`src/rtl/comparator_sweep_sequencer.sv`:
```
// Comparator sweep sequencer: holds a captured A operand on a two-bit
// comparator while stepping B through 0..3, waits SETTLE_CYCLES per step,
// then samples cmp_gt into a per-B result mask and a population count.
//
// state  | meaning
// -------+----------------------------------------------------------
// IDLE   | waiting for start; last sweep result held on outputs
// DRIVE  | current B value driven, settle counter running
// SAMPLE | cmp_gt captured for current B, then step B or finish
// DONE   | one-cycle done pulse, result valid, returns to IDLE
module comparator_sweep_sequencer #(
  parameter int SETTLE_CYCLES = 1
) (
  input  logic       clk,
  input  logic       rst,
  input  logic       start,
  input  logic [1:0] a_in,
  input  logic       cmp_gt,
  output logic [1:0] cmp_a,
  output logic [1:0] cmp_b,
  output logic       busy,
  output logic       done,
  output logic [3:0] gt_mask,
  output logic [2:0] gt_count
);

  typedef enum logic [1:0] {
    IDLE   = 2'd0,
    DRIVE  = 2'd1,
    SAMPLE = 2'd2,
    DONE   = 2'd3
  } state_t;

  // Settle counter is four bits wide to cover the full 1..15 range.
  localparam logic [3:0] SETTLE_LAST = 4'(SETTLE_CYCLES - 1);

  state_t     state;
  logic [3:0] settle_cnt;

  // Sweep FSM; every output is a register so the comparator operands
  // never see a combinational path from start or a_in.
  always_ff @(posedge clk or posedge rst) begin
    if (rst) begin
      state      <= IDLE;
      cmp_a      <= 2'd0;
      cmp_b      <= 2'd0;
      busy       <= 1'b0;
      done       <= 1'b0;
      gt_mask    <= 4'd0;
      gt_count   <= 3'd0;
      settle_cnt <= 4'd0;
    end else begin
      case (state)
        IDLE: begin
          if (start) begin
            cmp_a      <= a_in;
            cmp_b      <= 2'd0;
            gt_mask    <= 4'd0;
            gt_count   <= 3'd0;
            settle_cnt <= 4'd0;
            busy       <= 1'b1;
            state      <= DRIVE;
          end
        end

        DRIVE: begin
          settle_cnt <= settle_cnt + 4'd1;
          if (settle_cnt == SETTLE_LAST) begin
            state <= SAMPLE;
          end
        end

        SAMPLE: begin
          gt_mask[cmp_b] <= cmp_gt;
          gt_count       <= gt_count + {2'b00, cmp_gt};
          if (cmp_b == 2'd3) begin
            // B stays at 3 through DONE and IDLE; it never wraps mid-sweep.
            done  <= 1'b1;
            state <= DONE;
          end else begin
            cmp_b      <= cmp_b + 2'd1;
            settle_cnt <= 4'd0;
            state      <= DRIVE;
          end
        end

        DONE: begin
          // start is deliberately not looked at here; a new sweep can only
          // be accepted from IDLE on the following edge.
          done  <= 1'b0;
          busy  <= 1'b0;
          state <= IDLE;
        end

        default: begin
          state <= IDLE;
          busy  <= 1'b0;
          done  <= 1'b0;
        end
      endcase
    end
  end

endmodule

```
`config.mk`:
```
export PLATFORM = sky130hd
export DESIGN_NAME = comparator_sweep_sequencer
export DESIGN_NICKNAME = d
export VERILOG_FILES = /design/src/rtl/comparator_sweep_sequencer.sv
export SDC_FILE = /design/constraint.sdc
export NUM_CORES = 1
export LEC_CHECK = 0
export CORE_UTILIZATION = 45
export CTS_CLUSTER_DIAMETER = 150
export DETAILED_ROUTE_END_ITERATION = 12
export PLACE_DENSITY = 0.7
export RECOVER_POWER = 50
export SETUP_SLACK_MARGIN = 0.15
export SYNTH_ARGS = -nofsm -noshare
export SYNTH_HDL_FRONTEND = slang
export SYNTH_SLANG_ARGS = --single-unit
```
`constraint.sdc`:
```
create_clock -name clk -period 1.2 [get_ports clk]
set_input_delay 0.12 -clock clk [delete_from_list [all_inputs] [get_ports clk]]
set_output_delay 0.12 -clock clk [all_outputs]
set_load 0.005 [all_outputs]
```
# [After elaboration in Yosys (flattened, before gate mapping)]
# Index checks and enable logic that the tools add are counted.
[op_classes] reduce_logical=14 n_eq_ne=8 n_addsub=3 mux=20 n_lt_le_gt_ge=2
[ops] op="$pmux 4 s3" n=1
[ops] op="$mux 2" n=5
[ops] op="$reduce_and 2->1" n=5
[ops] op="$mux 4" n=2
[ops] op="$ne 2x2->1 const B" n=4
[ops] op="$pmux 2 s4" n=1
[ops] op="$pmux 4 s2" n=1
[ops] op="$eq 2x2->1 const B" n=3
[ops] op="$pmux 3 s2" n=1
[ops] op="$reduce_and 3->1" n=2
[ops] op="$reduce_bool 2->1" n=3
[ops] op="$add 4x1->4 const B" n=1
[ops] op="$bwmux 4" n=1
[ops] op="$logic_not 4->1" n=1
[ops] op="$pmux 1 s2" n=2
[ops] op="$pmux 2 s2" n=1
[ops] op="$add 3x1->3" n=1
[ops] op="$lt 2x3->1 const B" n=1
[ops] op="$mux 1" n=3
[ops] op="$mux 3" n=1
[ops] op="$reduce_bool 3->1" n=1
[ops] op="$add 2x1->2 const B" n=1
[ops] op="$demux 1 s2" n=1
[ops] op="$eq 2x1->1 const B" n=1
[ops] op="other kinds (3)" n=3
[word_totals] elab_cells=55 reg_bits=19 input_bits=6

# [Logic depth before layout (Yosys ltp)]
# Gate-level depths: netlist (run 1).
[logic_depth] depth_word=6 depth_mapped=5

# [Least setup slack after synthesis (run 1)]
# No wires, ideal clock.
[synth_timing] path_type="register to register" start="register settle_cnt[0]" end="register settle_cnt[1]" slack_ps=-47 setup_ps=121 n_path_buf=0 stages_incl_launch_ff=5 arrival_time_ps=1126 cell_sequence="dfrtp_1 > inv_1 > ha_1 > mux2_2 > a22o_1"
[synth_between] elab_chain_cells=2
[synth_lines] element="start, declared" line_no="38" rtl="logic [3:0] settle_cnt;"
[synth_lines] element="start signal, assigned" line_no="67" rtl="settle_cnt <= settle_cnt + 4'd1;"
[synth_lines] element="$add 4x1->4" line_no="67"
[synth_lines] element="$pmux 4 s3" line_no="53" rtl="case (state)"
# Every way passes these cells.
# A chain may end at the register's enable or synchronous reset.

# [Worst setup path in the final report (run 1)]
[layout_timing] start="register cmp_b[1]" end="register settle_cnt[2]"
[layout_between] elab_chain_cells=3
[layout_lines] element="start, declared" line_no="20" rtl="output logic [1:0] cmp_b,"
[layout_lines] element="start signal, assigned" line_no="81" rtl="cmp_b <= cmp_b + 2'd1;"
[layout_lines] element="$eq 2x2->1" line_no="76" rtl="if (cmp_b == 2'd3) begin"
[layout_lines] element="$ne 2x2->1 (no source line)"
[layout_lines] element="$reduce_and 3->1 (no source line)"
# Every way passes these cells.

==> results of run 1 <==
==> metrics by stage <==
| step | util [%] | worst slack, ns | cell area (um2) |
|---|---|---|---|
| global placement | 69.30 | -0.1466 | 1415 |
| CTS | 85.29 | -0.1212 | 1742 |
| detailed placement | 69.30 | -0.1888 | 1415 |
| floorplan | - | -0.02815 | 1071 |
| global route | 89.46 | -0.2064 | 1827 |
| finish | 89.46 | -0.1896 | 1827 |
==> metal layers <==
layer / vias up / share of wire, % / global-route usage [%]
met4: 0 / 3.0 / 15.24
met1: 529 / 40 / 35.84
met5: - / 0 / 0
met3: 16 / 4.8 / 5.864
li1: 463 / - / -
met2: 50 / 52 / 51.58
==> Yosys cell counts, types with 2 or more instances <==
cell                      number  area (um2)
sky130_fd_sc_hd__ha_1          9       112.6
sky130_fd_sc_hd__a22o_1        6       52.55
sky130_fd_sc_hd__nor2b_1       2       12.51
sky130_fd_sc_hd__a21oi_1       6       30.03
sky130_fd_sc_hd__nand2_1       9       33.78
sky130_fd_sc_hd__nor2_1        2       7.510
sky130_fd_sc_hd__dfrtp_1      19       475.5
sky130_fd_sc_hd__mux2_2        3       33.78
sky130_fd_sc_hd__o21ai_0       7       35.03
sky130_fd_sc_hd__xnor2_1       2       17.52
sky130_fd_sc_hd__inv_1         6       22.52
sky130_fd_sc_hd__mux2i_1       4       40.04
sky130_fd_sc_hd__nor3b_1       2       15.01
sky130_fd_sc_hd__buf_6         2       22.52
==> area by class of cell <==
type	count	area share (%)
Multi-Input combinational cell	64	36.16
Timing Repair Buffer	66	31.64
Tap cell	27	1.849
Inverter	7	2.534
Sequential cell	19	26.30
Clock inverter	1	0.2740
Clock buffer	3	1.233
==> registers in the layout, summed over array words and instances (netlist names) <==
signal and flops:
gt_mask 4, settle_cnt 4, gt_count 3, cmp_a 2
cmp_b 2, state 2, busy 1, done 1
==> report_power, final <==
part	internal (W)	switching, W
Clock	0.000124	0.000213
Combinational	0.00141	0.00116
Sequential	0.000862	0.000228
Total	0.00239	0.00160
==> path summary, 6_finish.rpt <==
kind                       cells after the start  slack [ns]            end        from
max                                            6       -0.19  settle_cnt[2]    cmp_b[1]
min                                            3        0.34     gt_mask[1]         rst
max reg2reg                                    6       -0.19  settle_cnt[2]    cmp_b[1]
min reg2reg                                    2        0.55     gt_mask[3]  gt_mask[3]
max in group asynchronous                      3        0.49       state[0]         rst
min in group clk                               2        0.43       cmp_a[0]     a_in[0]
==> critical path, cell delays in order, from the launching register on <==
cell                      delay, ns
sky130_fd_sc_hd__dfrtp_2       0.45
sky130_fd_sc_hd__buf_6         0.13
sky130_fd_sc_hd__ha_4          0.16
sky130_fd_sc_hd__nand2_4       0.06
sky130_fd_sc_hd__o31ai_4       0.07
sky130_fd_sc_hd__buf_6         0.14
sky130_fd_sc_hd__a211o_1       0.27
==> repair_timing <==
item	in CTS	in global routing
gates resized for setup	81	23
endpoints found under the setup margin	32	30
pin swaps	10	9
buffers inserted	20	7
==> kinds of logic after synthesis <==
group | share of synthesized area (%)
buffers and inverters | 5.256
AND/OR/NAND/NOR | 11.37
multiplexers | 7.213
XOR/XNOR | 1.712
adder cells (fa/ha/maj) | 11.00
flip-flops | 46.46
AO/OA/AOI/OAI | 16.99
==> impl_metrics.sql, run 1 <==
INSERT INTO impl_metrics (metric_group, metric, value, unit) VALUES
('sta', 'timing.fmax', '719.6', 'MHz'),
('placement', 'place.gp.congestion', '0.7808', ''),
('cells_and_area', 'final_cells', '187', ''),
('cells_and_area', 'final.fill_count', '92', ''),
('detailed_routing', 'average_vias_per_placed_instance', '5.658', ''),
('die', 'initial_core_util', '50.12', '%'),
('status', 'outcome', 'finished, violations left', ''),
('global_routing', 'gr_ovfl_total', '0', ''),
('placement', 'port_buffers', '18', ''),
('cells_and_area', 'drive_above_1_share', '59.38', '%'),
('sta', 'final.hold.worst_slack', '0.3439', 'ns'),
('detailed_routing', 'detailedRoute.firstPassIterationCount', '4', ''),
('die', 'die_area', '2469', 'um2'),
('synthesis', 'synthArstFlopShare', '100.0', '%'),
('cells_and_area', 'layout_commonest_cell', 'sky130_fd_sc_hd__buf_4', ''),
('detailed_routing', 'ant_nets', '0', ''),
('pwr', 'post-layout-total-power', '0.003995', 'W'),
('flow_run', 'max_cap_viols', '0', ''),
('synthesis', 'count_of_flip_flops_with_a_built_in_enable_after_synthesis', '0', ''),
('status', 'violations', 'negative setup slack', ''),
('die', 'io-pin-count', '19', ''),
('clock_tree', 'cts_tree', 'done', ''),
('detailed_routing', 'num_vias', '1058', ''),
('sta', 'report.final.hold_viol_count', '0', ''),
('cells_and_area', 'n_antenna_cell', '0', ''),
('sta', 'layout_worst_path_cycle_share', '115.8', '%'),
('die', 'die_height', '49.69', 'um'),
('die', 'rows', '16', ''),
('sta', 'final_critical_path_setup_slack', '-0.1896', 'ns'),
('synthesis', 'number_of_nets_produced_by_synthesis', '108', ''),
('sta', 'setup_viol_count_final', '20', ''),
('sta', 'max_slew_margin', '67.43', '%'),
('detailed_routing', 'drt-initial-drc-count', '32', ''),
('worst_hold_path', 'min_path_type', 'in -> async', ''),
('synthesis', 'synthesis.instances', '93', ''),
('synthesis', 'synth_area_per_cell', '11.01', 'um2'),
('sta', 'unrepaired_setup_endpoints_after_global_routing', 'true', ''),
('sta', 'setup_tns', '-1.956', 'ns'),
('pwr', 'max-vdd-ir-drop', '1.637', 'mV'),
('global_routing', 'grt_antenna_before_repair', '0', ''),
('worst_setup_path', 'worst-setup-path-type', 'reg -> reg', ''),
('cells_and_area', 'area.growth.synth_to_final', '78.48', '%'),
('worst_setup_path', 'endpoint_arrival_time_on_the_critical_path', '1.58', 'ns'),
('sta', 'timing_max_transition_violations_final', '0', ''),
('synthesis', 'synth_sequential_area_ratio', '46.45', '%'),
('die', 'die-width', '49.69', 'um'),
('placement', 'dp.final_hpwl', '1.485', 'mm'),
('global_routing', 'largest_net_degree_at_the_start_of_global_routing', '20', ''),
('sta', 'timing.clock.skew', '0.006801', 'ns'),
('cells_and_area', 'design.final.nets', '176', ''),
('worst_setup_path', 'worstPathRequired', '1.39', 'ns'),
('worst_setup_path', 'worst_setup_path_end_kind', 'flop', ''),
('worst_setup_path', 'crit_path_start_kind', 'flop', ''),
('synthesis', 'yosys_warnings', '0', ''),
('pwr', 'cellLeakagePower', '0.8634', 'nW'),
('global_routing', 'grt.total_usage', '30.23', '%'),
('sta', 'timing_worst_slew_pin_value', '0.4885', 'ns'),
('global_routing', 'wire_length_of_the_first_global_routing_pass', '5.402', 'mm'),
('clock_tree', 'clkLatencyLatePin', '0.30', 'ns'),
('clock_tree', 'post_cts_hold_buffer_count', '0', ''),
('clock_tree', 'clock_tree.buffer_depth', '2', ''),
('detailed_routing', 'drc', '0', ''),
('synthesis', 'synth_cell_types', '28', ''),
('die', 'coreArea', '2042', 'um2'),
('placement', 'post-place-cells', '156', ''),
('clock_tree', 'cts_buffers', '3', ''),
('clock_tree', 'path_clk_slew', '0.12', 'ns'),
('cells_and_area', 'layout.area.seq', '480.5', 'um2'),
('clock_tree', 'clock_sinks', '19', ''),
('detailed_routing', 'finalWirelength', '3.785', 'mm'),
('global_routing', 'grt_pass1_vias', '1076', ''),
('cells_and_area', 'multi_input_area', '660.6', 'um2'),
('clock_tree', 'clock_tree.htree_level_count', '1', ''),
('detailed_routing', 'wl_per_cell', '20.24', 'um'),
('cells_and_area', 'layout.cells.most_common_list', 'sky130_fd_sc_hd__buf_4, sky130_fd_sc_hd__buf_6, sky130_fd_sc_hd__dfrtp_1', ''),
('pwr', 'power_density', '2187', 'nW/um2'),
('synthesis', 'netlist_area', '1023', 'um2'),
('synthesis', 'ys_ff_latch', '19', ''),
('sta', 'post-route-min-period', '1.390', 'ns'),
('clock_tree', 'cts-root-buf', 'sky130_fd_sc_hd__clkbuf_4', ''),
('synthesis', 'ys_dominant_reg_cell', 'sky130_fd_sc_hd__dfrtp_1', ''),
('worst_setup_path', 'critical_path.max_fanout', '4', '');
No activity file was read; power rests on OpenSTA's default activity.
==> inputs of run 2 (changes only) <==
--- a/config.mk
+++ b/config.mk
@@ -10,7 +10,6 @@
 export DETAILED_ROUTE_END_ITERATION = 12
 export PLACE_DENSITY = 0.7
 export RECOVER_POWER = 50
-export SETUP_SLACK_MARGIN = 0.15
 export SYNTH_ARGS = -nofsm -noshare
 export SYNTH_HDL_FRONTEND = slang
 export SYNTH_SLANG_ARGS = --single-unit
==> impl_metrics.sql, run 2 (synthesis gave the netlist of run 1 again) <==
INSERT INTO impl_metrics (metric_group, metric, value, unit) VALUES
('status', 'outcome', 'finished, violations left', ''),
('status', 'violations', 'negative setup slack', ''),
('cells_and_area', 'area.growth.synth_to_final', '63.45', '%'),
('worst_setup_path', 'regToRegStartpoint', 'settle_cnt[0]', ''),
('die', 'initial_core_util', '50.12', '%'),
('global_routing', 'grt.total_usage', '22.59', '%'),
('clock_tree', 'cts_tree', 'done', ''),
('sta', 'setup_viol_count_final', '9', ''),
('worst_setup_path', 'worstPathRequired', '1.41', 'ns'),
('clock_tree', 'path_clk_slew', '0.11', 'ns'),
('worst_setup_path', 'worst-setup-path-type', 'reg -> reg', ''),
('placement', 'post-place-cells', '155', ''),
('worst_setup_path', 'crit_path_start_kind', 'flop', ''),
('worst_setup_path', 'endpoint_arrival_time_on_the_critical_path', '1.48', 'ns'),
('clock_tree', 'clkLatencyLatePin', '0.31', 'ns'),
('pwr', 'cellLeakagePower', '0.8180', 'nW'),
('sta', 'layout_worst_path_cycle_share', '106.1', '%'),
('cells_and_area', 'layout_commonest_cell', 'sky130_fd_sc_hd__buf_4', ''),
('cells_and_area', 'drive_above_1_share', '46.58', '%'),
('die', 'die_height', '49.69', 'um'),
('cells_and_area', 'design.final.nets', '162', ''),
('die', 'io-pin-count', '19', ''),
('cells_and_area', 'final_cells', '173', ''),
('clock_tree', 'clock_sinks', '19', ''),
('sta', 'post-route-min-period', '1.273', 'ns'),
('cells_and_area', 'n_antenna_cell', '0', ''),
('cells_and_area', 'top_regs', 'gt_mask (4), settle_cnt (4), gt_count (3)', ''),
('sta', 'report.final.hold_viol_count', '0', ''),
('clock_tree', 'clock_tree.htree_level_count', '1', ''),
('die', 'die_area', '2469', 'um2'),
('sta', 'unrepaired_setup_endpoints_after_global_routing', 'true', ''),
('placement', 'place.gp.congestion', '0.7625', ''),
('pwr', 'max-vdd-ir-drop', '1.311', 'mV'),
('worst_setup_path', 'critical_path.max_fanout', '2', ''),
('cells_and_area', 'finalInstanceArea', '1673', 'um2'),
('detailed_routing', 'wl_per_cell', '14.43', 'um'),
('sta', 'timing.clock.skew', '0.005003', 'ns'),
('worst_hold_path', 'min_path_type', 'in -> async', ''),
('sta', 'setup_tns', '-0.3037', 'ns'),
('clock_tree', 'cts_buffers', '3', ''),
('worst_setup_path', 'worst_setup_path_startpoint', 'settle_cnt[0]', ''),
('sta', 'max_slew_margin', '68.76', '%'),
('global_routing', 'wire_length_of_the_first_global_routing_pass', '4.146', 'mm'),
('placement', 'dp.final_hpwl', '1.532', 'mm'),
('detailed_routing', 'drc', '0', ''),
('global_routing', 'grt_pass1_vias', '978', ''),
('die', 'rows', '16', ''),
('global_routing', 'gr_ovfl_total', '0', ''),
('global_routing', 'largest_net_degree_at_the_start_of_global_routing', '20', ''),
('clock_tree', 'clock_tree.buffer_depth', '2', ''),
('detailed_routing', 'detailedRoute.firstPassIterationCount', '4', ''),
('sta', 'timing_max_transition_violations_final', '0', ''),
('global_routing', 'grt_antenna_before_repair', '0', ''),
('cells_and_area', 'layout.cells.most_common_list', 'sky130_fd_sc_hd__buf_4, sky130_fd_sc_hd__dfrtp_1, sky130_fd_sc_hd__dlygate4sd2_1', ''),
('placement', 'postPlaceCellArea', '1364', 'um2'),
('pwr', 'post-layout-total-power', '0.003464', 'W'),
('detailed_routing', 'drt-initial-drc-count', '12', ''),
('clock_tree', 'cts-root-buf', 'sky130_fd_sc_hd__clkbuf_4', ''),
('sta', 'timing.fmax', '785.5', 'MHz'),
('flow_run', 'max_cap_viols', '0', ''),
('pwr', 'power_density', '2070', 'nW/um2'),
('die', 'coreArea', '2042', 'um2'),
('sta', 'final_critical_path_setup_slack', '-0.07310', 'ns'),
('detailed_routing', 'average_vias_per_placed_instance', '5.260', ''),
('detailed_routing', 'num_vias', '910', ''),
('placement', 'port_buffers', '18', ''),
('sta', 'timing_worst_slew_pin_value', '0.4686', 'ns'),
('detailed_routing', 'finalWirelength', '2.497', 'mm'),
('detailed_routing', 'ant_nets', '0', ''),
('worst_setup_path', 'worst_setup_path_end_kind', 'flop', ''),
('die', 'die-width', '49.69', 'um');
## run 2: metal layers
| layer | vias up | routed length [um] | GRT usage [%] |
|---|---|---|---|
| li1 | 436 | - | - |
| met1 | 446 | 1118 | 27.24 |
| met2 | 21 | 1238 | 38.29 |
| met3 | 7 | 78 | 2.778 |
| met4 | 0 | 61 | 13.33 |
| met5 | - | 0 | 0 |
## run 2: power by group
group	internal (W)	leakage (nW)	switching (W)	total, W
registers	0.000860	0.245	0.000211	0.00107
logic	0.00121	0.559	0.000851	0.00206
clock network	0.000130	0.0150	0.000201	0.000331
## run 2: through the flow
| stage | utilization [%] | worst slack [ns] | hold WS [ns] |
|---|---|---|---|
| 5_1_grt | 81.92 | -0.1500 | 0.3845 |
| 3_5_place_dp | 66.79 | -0.2289 | 0.4619 |
| 2_1_floorplan | - | -0.02815 | 0.07106 |
| 3_3_place_gp | 66.79 | -0.1820 | 0.4590 |
| 4_1_cts | 77.02 | -0.06771 | 0.1308 |
| 6_report | 81.92 | -0.07310 | 0.3364 |
## run 2: final cells by class
class	instances	area [um2]
sequential	19	479.2
inverter	7	33.78
clock buffer	4	26.28
fill	120	369.1
tap	27	33.78
timing repair buffer	52	456.7
multi-input combinational	64	643.1
## run 2: path summary, 6_finish.rpt
check | end | slack [ns] | depth (start not counted)
min | cmp_b[1] | 0.34 | 3
max reg2reg | settle_cnt[1] | -0.07 | 4
min reg2reg | gt_mask[3] | 0.51 | 2
min in group clk | state[0] | 0.38 | 4
max | settle_cnt[1] | -0.07 | 4
max in group asynchronous | state[0] | 0.52 | 3
## run 2: timing repair
item,in CTS,in global routing
gates cloned,0,0
setup buffers,12,3
endpoints found under the setup margin,28,19
pin swaps,9,12
hold buffers,0,0
gates resized for setup,49,21
## run 2: worst max-delay path, cell delays in order (launching register included)
cell                      delay, ns
sky130_fd_sc_hd__dfrtp_1       0.40
sky130_fd_sc_hd__inv_1         0.06
sky130_fd_sc_hd__ha_1          0.27
sky130_fd_sc_hd__mux2_4        0.27
sky130_fd_sc_hd__a22o_1        0.17
==> inputs of run 3 (changes only) <==
==> constraint.sdc (replaced) <==
create_clock -name clk -period 1.2 [get_ports clk]
set_input_delay 0.18 -clock clk [delete_from_list [all_inputs] [get_ports clk]]
set_output_delay 0.18 -clock clk [all_outputs]
set_load 0.005 [all_outputs]
==> impl_metrics.sql, run 3 (synthesis gave the netlist of run 1 again) <==
INSERT INTO impl_metrics (metric_group, metric, value, unit) VALUES
('detailed_routing', 'finalWirelength', '2.494', 'mm'),
('clock_tree', 'cts-root-buf', 'sky130_fd_sc_hd__clkbuf_4', ''),
('cells_and_area', 'multi_input_area', '621.8', 'um2'),
('worst_setup_path', 'worstPathRequired', '1.39', 'ns'),
('worst_setup_path', 'worst_r2r_endpoint', 'settle_cnt[1]', ''),
('worst_setup_path', 'regToRegStartpoint', 'settle_cnt[0]', ''),
('clock_tree', 'clock_sinks', '19', ''),
('pwr', 'post-layout-total-power', '0.003315', 'W'),
('placement', 'port_buffers', '18', ''),
('cells_and_area', 'design.final.nets', '166', ''),
('global_routing', 'gr_ovfl_total', '0', ''),
('die', 'initial_core_util', '50.12', '%'),
('worst_setup_path', 'reg2reg_slack', '-0.11', 'ns'),
('cells_and_area', 'drive_above_1_share', '47.33', '%'),
('clock_tree', 'path_clk_slew', '0.11', 'ns'),
('detailed_routing', 'drt-initial-drc-count', '23', ''),
('global_routing', 'largest_net_degree_at_the_start_of_global_routing', '20', ''),
('sta', 'final_critical_path_setup_slack', '-0.1115', 'ns'),
('clock_tree', 'clkLatencyLatePin', '0.29', 'ns'),
('die', 'rows', '16', ''),
('sta', 'timing_worst_slew_pin_value', '0.4779', 'ns'),
('clock_tree', 'clock_tree.htree_level_count', '1', ''),
('cells_and_area', 'final_cells', '177', ''),
('cells_and_area', 'layout.cells.most_common_list', 'sky130_fd_sc_hd__buf_4, sky130_fd_sc_hd__dfrtp_1, sky130_fd_sc_hd__dlygate4sd2_1', ''),
('die', 'coreArea', '2042', 'um2'),
('sta', 'unrepaired_setup_endpoints_after_global_routing', 'true', ''),
('clock_tree', 'clock_tree.buffer_depth', '2', ''),
('cells_and_area', 'area.growth.synth_to_final', '61.00', '%'),
('pwr', 'cellLeakagePower', '0.8160', 'nW'),
('placement', 'post-place-cells', '155', ''),
('clock_tree', 'cts_tree', 'done', ''),
('worst_setup_path', 'worst_setup_path_end_kind', 'flop', ''),
('pwr', 'max-vdd-ir-drop', '1.305', 'mV'),
('sta', 'setup_tns', '-0.4715', 'ns'),
('flow_run', 'max_cap_viols', '0', ''),
('placement', 'dp.final_hpwl', '1.490', 'mm'),
('sta', 'timing.clock.skew', '0.003083', 'ns'),
('worst_setup_path', 'critical_path.max_fanout', '3', ''),
('detailed_routing', 'ant_nets', '0', ''),
('die', 'die_height', '49.69', 'um'),
('cells_and_area', 'final.fill_count', '121', ''),
('detailed_routing', 'num_vias', '915', ''),
('sta', 'setup_viol_count_final', '9', ''),
('die', 'io-pin-count', '19', ''),
('die', 'die-width', '49.69', 'um'),
('status', 'violations', 'negative setup slack', ''),
('sta', 'post-route-min-period', '1.312', 'ns'),
('pwr', 'power_density', '2012', 'nW/um2'),
('worst_setup_path', 'worst-setup-path-type', 'reg -> reg', ''),
('worst_setup_path', 'crit_path_start_kind', 'flop', ''),
('global_routing', 'wire_length_of_the_first_global_routing_pass', '3.650', 'mm'),
('sta', 'timing.fmax', '762.5', 'MHz'),
('die', 'die_area', '2469', 'um2'),
('sta', 'final.hold.worst_slack', '0.4073', 'ns'),
('detailed_routing', 'average_vias_per_placed_instance', '5.169', ''),
('worst_hold_path', 'min_path_type', 'in -> async', ''),
('worst_setup_path', 'ff2ff_path_depth', '4', ''),
('cells_and_area', 'layout.area.seq', '479.2', 'um2'),
('detailed_routing', 'drc', '0', ''),
('status', 'outcome', 'finished, violations left', ''),
('sta', 'max_slew_margin', '68.14', '%'),
('cells_and_area', 'layout_commonest_cell', 'sky130_fd_sc_hd__buf_4', ''),
('placement', 'place.gp.congestion', '0.7796', ''),
('detailed_routing', 'detailedRoute.firstPassIterationCount', '4', ''),
('detailed_routing', 'wl_per_cell', '14.09', 'um'),
('global_routing', 'grt.total_usage', '19.31', '%'),
('sta', 'report.final.hold_viol_count', '0', ''),
('sta', 'layout_worst_path_cycle_share', '109.3', '%'),
('cells_and_area', 'n_antenna_cell', '0', ''),
('worst_setup_path', 'endpoint_arrival_time_on_the_critical_path', '1.50', 'ns'),
('clock_tree', 'cts_buffers', '3', ''),
('sta', 'timing_max_transition_violations_final', '0', ''),
('placement', 'pre_cts_ws', '-0.2906', 'ns'),
('cells_and_area', 'top_regs', 'gt_mask (4), settle_cnt (4), gt_count (3)', ''),
('global_routing', 'grt_antenna_before_repair', '0', ''),
('global_routing', 'grt_pass1_vias', '889', '');
-- run 3: repair_timing --
item | in CTS | in global routing
gates resized for setup | 43 | 21
gates cloned | 0 | 0
setup endpoints to repair | 24 | 18
pin swaps | 6 | 10
hold buffers | 0 | 0
setup buffers | 13 | 8
-- run 3: final cells by class --
class | count | share of cell area (%)
Clock buffer | 4 | 1.595
Inverter | 7 | 2.050
Multi-Input combinational cell | 64 | 37.74
Sequential cell | 19 | 29.08
Tap cell | 27 | 2.050
Timing Repair Buffer | 56 | 27.49
-- run 3: worst max path at each step --
stage	from	to	slack (ns)
2_1_floorplan	settle_cnt[0]	settle_cnt[1]	-0.03
6_report	settle_cnt[0]	settle_cnt[1]	-0.11
5_1_grt	settle_cnt[0]	settle_cnt[1]	-0.14
4_1_cts	settle_cnt[0]	settle_cnt[1]	-0.09
3_5_place_dp	start	cmp_a[1]	-0.29
3_3_place_gp	start	cmp_a[1]	-0.24
-- run 3: layer usage --
metal / wire length (um) / GRT usage (%) / vias up
li1: - / - / 445
met1: 1067 / 21.85 / 450
met2: 1355 / 36.71 / 20
met3: 71 / 3.395 / 0
met4: 0 / 4.762 / 0
met5: 0 / 0 / -
-- run 3: critical path, stage by stage, from the launching register on --
cell and delay (ns):
sky130_fd_sc_hd__dfrtp_1 0.41, sky130_fd_sc_hd__inv_1 0.06, sky130_fd_sc_hd__ha_1 0.28, sky130_fd_sc_hd__mux2_4 0.27, sky130_fd_sc_hd__a22o_1 0.19
-- run 3: power by group --
group	internal, W	total [W]	switching [W]	leakage (nW)
combinational	0.00113	0.00194	0.000816	0.556
clock	0.000129	0.000322	0.000193	0.0150
sequential	0.000860	0.00105	0.000192	0.245
total	0.00211	0.00332	0.00120	0.816
-- run 3: through the flow --
step                instance area [um2]  utilization (%)
floorplan                          1027                -
global placement                   1364            66.79
detailed placement                 1364            66.79
CTS                                1541            75.49
global route                       1648            80.70
finish                             1648            80.70
